==> src/rtl/cnt_stream_reader.sv <==
// rtl/cnt_stream_reader.sv - photon-count stream FIFO with Avalon-MM register port and level irq
// Optional sequence-gap checker: define CNT_STREAM_SEQ_CHECK_EN.
module cnt_stream_reader #(
    parameter int ADDR_W     = 4,
    parameter int IRQ_THRESH = 8
) (
    input  logic        CLK,
    input  logic        RST,
    input  logic [31:0] in_data,
    input  logic        in_valid,
    input  logic [2:0]  avs_address,
    input  logic        avs_read,
    output logic [31:0] avs_readdata,
    input  logic        avs_write,
    input  logic [31:0] avs_writedata,
    output logic        irq
);
    localparam int DEPTH = 1 << ADDR_W;
    localparam logic [ADDR_W:0] THRESH = (ADDR_W+1)'(IRQ_THRESH);
    localparam logic [ADDR_W:0] ONE    = {{ADDR_W{1'b0}}, 1'b1};

    logic [31:0]     mem [DEPTH];
    logic [ADDR_W:0] wptr, rptr, wptr_nxt, rptr_nxt, level, level_nxt;
    logic            empty, full, ctrl_wr, flush, clr, rd_data, pop, sample, push, drop;
    logic            overflow;
    logic [31:0]     drop_cnt, gaps_value, status, rd_mux;
    logic            unused_wdata;

    assign unused_wdata = ^avs_writedata[31:2];

    assign level   = wptr - rptr;
    assign empty   = (wptr == rptr);
    assign full    = (wptr[ADDR_W] != rptr[ADDR_W]) &&
                     (wptr[ADDR_W-1:0] == rptr[ADDR_W-1:0]);
    assign ctrl_wr = avs_write && (avs_address == 3'd2);
    assign flush   = ctrl_wr && avs_writedata[0];
    assign clr     = ctrl_wr && avs_writedata[1];
    assign rd_data = avs_read && (avs_address == 3'd0);
    assign pop     = rd_data && !empty;
    // A sample arriving alongside a flush is discarded outright, never a drop.
    assign sample  = in_valid && !flush;
    assign push    = sample && (!full || pop);
    assign drop    = sample && full && !pop;

    always_comb begin
        wptr_nxt = wptr;
        rptr_nxt = rptr;
        if (flush) begin
            wptr_nxt = '0;
            rptr_nxt = '0;
        end else begin
            if (push) wptr_nxt = wptr + ONE;
            if (pop)  rptr_nxt = rptr + ONE;
        end
        level_nxt = wptr_nxt - rptr_nxt;
    end

    always_comb begin
        status             = '0;
        status[ADDR_W:0]   = level;
        status[16]         = empty;
        status[17]         = full;
        status[18]         = overflow;
    end

    always_comb begin
        rd_mux = '0;
        case (avs_address)
            3'd0:    rd_mux = empty ? '0 : mem[rptr[ADDR_W-1:0]];
            3'd1:    rd_mux = status;
            3'd3:    rd_mux = drop_cnt;
            3'd4:    rd_mux = gaps_value;
            default: rd_mux = '0;
        endcase
    end

    always_ff @(posedge CLK) begin
        if (push) mem[wptr[ADDR_W-1:0]] <= in_data;
    end

    always_ff @(posedge CLK or posedge RST) begin
        if (RST) begin
            wptr         <= '0;
            rptr         <= '0;
            overflow     <= 1'b0;
            drop_cnt     <= '0;
            avs_readdata <= '0;
            irq          <= 1'b0;
        end else begin
            wptr         <= wptr_nxt;
            rptr         <= rptr_nxt;
            avs_readdata <= avs_read ? rd_mux : '0;
            irq          <= (level_nxt >= THRESH);
            if (clr) begin
                overflow <= 1'b0;
                drop_cnt <= '0;
            end else if (drop) begin
                overflow <= 1'b1;
                if (drop_cnt != 32'hFFFF_FFFF) drop_cnt <= drop_cnt + 32'd1;
            end
        end
    end

`ifdef CNT_STREAM_SEQ_CHECK_EN
    logic        armed;
    logic [31:0] expected, gap_cnt;

    always_ff @(posedge CLK or posedge RST) begin
        if (RST) begin
            armed    <= 1'b0;
            expected <= '0;
            gap_cnt  <= '0;
        end else begin
            if (flush) begin
                armed <= 1'b0;
            end else if (sample) begin
                armed    <= 1'b1;
                expected <= in_data + 32'd1;
            end
            if (clr)
                gap_cnt <= '0;
            else if (sample && armed && (in_data != expected) && (gap_cnt != 32'hFFFF_FFFF))
                gap_cnt <= gap_cnt + 32'd1;
        end
    end

    assign gaps_value = gap_cnt;
`else
    assign gaps_value = '0;
`endif

endmodule
==> config.mk <==
export PLATFORM = sky130hd
export DESIGN_NAME = cnt_stream_reader
export DESIGN_NICKNAME = d
export VERILOG_FILES = /design/src/rtl/cnt_stream_reader.sv
export SDC_FILE = /design/constraint.sdc
export NUM_CORES = 1
export LEC_CHECK = 0
export BUFFER_PORTS_ARGS = -buffer_cell sky130_fd_sc_hd__buf_2
export CORE_MARGIN = 2
export CORE_UTILIZATION = 35
export CTS_BUF_LIST = sky130_fd_sc_hd__clkbuf_4 sky130_fd_sc_hd__clkbuf_8 sky130_fd_sc_hd__clkbuf_16
export CTS_CLUSTER_SIZE = 12
export DETAILED_ROUTE_END_ITERATION = 6
export PLACE_DENSITY_LB_ADDON = 0.12
export SKIP_CTS_REPAIR_TIMING = 1
export SYNTH_ARGS = -nofsm -noshare
export SYNTH_HDL_FRONTEND = slang
export SYNTH_SLANG_ARGS = --single-unit
export TNS_END_PERCENT = 10
==> constraint.sdc <==
create_clock -name CLK -period 13.2 [get_ports CLK]
set_input_delay 0.66 -clock CLK [delete_from_list [all_inputs] [get_ports CLK]]
set_output_delay 0.66 -clock CLK [all_outputs]
set_load 0.05 [all_outputs]
==> impl_metrics.csv <==
group,metric,value,unit
sta,rsz0062_at_grt,"no",
grt,grt_pass1_vias,12200,
setup_path,cp_slowest_cell,"buf_4",
detailed_routing,first_iter_violations,1086,
power_and_ir_drop,leakage,8.90,nW
setup_path,crit_type,"reg -> reg",
detailed_routing,viasPerCell,5.28,
floorplan,num_rows,94,
sta,fin_skew,17.9,ps
detailed_routing,top_layer,"met5",
sta,period_share,0.336,
placed_design,placed_cells,2051,
sta,slew_violations,0,
finish,nets,1344,
floorplan,die_h,262,um
sta,worst_slew_pin_slew,1150,ps
synth,synth.distinct_cells,57,
job,max_cap_violations,0,
synth,yosysTopAreaCell,"edfxtp_1",
setup_path,cp_cell_sequence,"buf_4 -> inv_1 -> ha_1 -> and4_1 -> a21oi_4 -> buf_4 -> a21oi_1 -> or2_2 -> ha_1 -> nor2b_1 -> o21ai_0 -> mux2_2 -> nor3_1 -> mux2i_1",
sta,finalSetupTns,0,ps
sta,max_freq,0.225,GHz
clocking,h-tree-depth,3,
finish,area_delta_synth_final,15.5,%
placed_design,port_buffers,74,
clocking,clock_latency,590,ps
setup_path,cpPeakStageDelay,590,ps
synth,syn_nets,1238,
synth,synth_ff_type,"edfxtp_1",
detailed_routing,wl_met1,25.4,mm
sta,hold_viol,0,
synth,synthesis.area,23400,um^2
detailed_routing,dr_wl_met3,2.60,mm
synth,async_flop_share,0.129,
finish,final_util,0.409,
setup_path,critPathCaptureType,"register",
synth,yosysMostFrequentCell,"edfxtp_1",
detailed_routing,first_pass_iters,4,
setup_path,critPathTopFamily,"buffers and inverters",
setup_path,crit_buf_inv,3,
sta,setup_ws,8760,ps
grt,grt_use_total,0.169,
grt,grt_max_degree,72,
power_and_ir_drop,powerDensity,204,nW/um^2
detailed_routing,num_vias,11500,
synth,yosysTopAreaCellShare,0.657,
status,status,"finished clean",
floorplan,die_x,262,um
setup_path,cp_max_fo,37,
detailed_routing,wl_met2,28.2,mm
placed_design,dpl_worst_slack,8720,ps
sta,layout_min_cycle_time,4440,ps
synth,synth_edf_count,512,
finish,layout-drive-gt1-share,0.309,
setup_path,cp-start-kind,"register",
clocking,cts_buffer_depth,3,
synth,ys_seq_area_frac,0.739,
detailed_routing,post_drt_wl_per_cell,26.4,um
grt,grt.overflow.total,0,
clocking,clk_pin_slew,60,ps
sta,relSlewSlack,0.235,
detailed_routing,ant_nets,0,
synth,syn_area_per_cell,20.3,um^2
sta,setup_viol,0,
clocking,clock-sinks,588,
floorplan,start_util,0.354,
floorplan,core,66000,um^2
detailed_routing,drc_errors,0,
hold_path,hold_path_class,"in -> reg",
floorplan,ios,105,
placed_design,gp_congestion,0.783,
synth,ys_top_cells_by_count,"edfxtp_1, mux4_2, dfrtp_1",
synth,yosys-top-cells-area,"edfxtp_1, mux4_2, dfrtp_1",
power_and_ir_drop,ir_worst_vdd,0.0942,mV
synth,ys_ff_latch,588,
grt,grt_pass1_wl,84.1,mm
placed_design,hpwl,29.9,mm
floorplan,die-area,68900,um^2
finish,diodes,0,
clocking,root_buffer,"clkbuf_16",
synth,synth_warnings,0,
synth,synth_cells,1150,
grt,antenna_found_initial,3,
finish,stdcell_count,2170,
detailed_routing,drt-total-wl,57.2,mm
setup_path,crit_arrival,4890,ps
clocking,cts_tree,"yes",
clocking,numCtsBuffers,66,
setup_path,critPathRequiredTime,13650,ps
power_and_ir_drop,p_total,5.52,mW
==> power breakdown <==
part	internal [mW]	leakage, nW	switching [mW]
Sequential	2.21	5.65	0.0876
Combinational	0.634	2.18	0.808
Clock	1.07	1.07	0.715
==> layout by cell type, fill, tap and decap left out, types with 3 or more instances in the layout <==
master	synthesis	routed
xnor2_1	8	8
o31ai_1	19	19
o21ai_0	8	8
buf_2	16	74
or4_1	17	17
nor3_2	0	5
and2_1	6	6
nand2_1	39	39
clkbuf_16	0	71
mux2i_1	13	13
nand4_1	10	10
nand3_1	15	15
ha_1	14	14
buf_4	0	25
a22o_1	25	25
mux4_2	160	160
nor2_4	0	11
inv_1	12	11
o21ai_1	8	8
and4_1	8	8
a31oi_1	4	4
clkinv_2	0	9
nor4_1	5	5
dfrtp_1	76	73
a21oi_1	30	30
nor2_1	33	21
clkinv_1	0	10
clkbuf_4	0	24
nand2b_1	10	10
or2_2	3	3
edfxtp_1	512	512
nor3_1	10	5
or3_1	5	5
==> layer usage <==
metal,vias to the layer above,track usage
met3,80,0.0305
met2,227,0.280
li1,4982,-
met1,6166,0.228
met4,6,0.0486
met5,-,0
==> worst reg2reg max path, cell delays in order (launching register included) <==
cell and delay [ps]:
dfrtp_2 340, buf_4 590, inv_1 210, ha_1 390, and4_1 320, a21oi_4 160
buf_4 410, a21oi_1 170, or2_2 320, ha_1 270, nor2b_1 120, o21ai_0 340
mux2_2 390, nor3_1 180, mux2i_1 100
==> worst paths after layout <==
| check | startpoint | depth (start not counted) | slack, ps | to |
|---|---|---|---|---|
| max in group asynchronous | RST | 4 | 11570 | avs_readdata[8] |
| min in group asynchronous | RST | 3 | 490 | irq |
| worst max register to register | rptr[2] | 14 | 8760 | irq |
| worst max-delay path | rptr[2] | 14 | 8760 | irq |
| worst min-delay path | in_data[12] | 1 | 440 | mem[13][12] |
| worst min register to register | overflow | 2 | 500 | overflow |
==> state kept, by name, summed over array words and instances (netlist names) <==
signal and flops:
mem 512, avs_readdata 32, drop_cnt 32, rptr 5, wptr 5, irq 1, overflow 1
==> metrics by stage <==
step | instance area, um^2 | hold WS (ps)
floorplan | 23400 | 466
global placement | 24900 | 491
CTS | 27000 | -90.3
finish | 27000 | 440
global route | 27000 | 432
detailed placement | 24900 | 494
==> area by class of cell <==
type                            instances  area (um^2)
Multi-Input combinational cell        487         5920
Clock buffer                           95         1960
Fill cell                            5805        39000
Inverter                               13         50.0
Tap cell                              864         1080
Sequential cell                       588        17300
Clock inverter                         23          161
Timing Repair Buffer                  100          568
==> kinds of logic after synthesis <==
family | share of synthesized area
AOI/OAI and AO/OA | 0.0299
xor gates and xnor gates | 0.00514
adders and majority gates | 0.00920
buffers and inverters | 0.0132
DFF | 0.739
muxes | 0.161
and+or+nand+nor | 0.0431
Note: power is estimated with default switching activity, not from simulation.
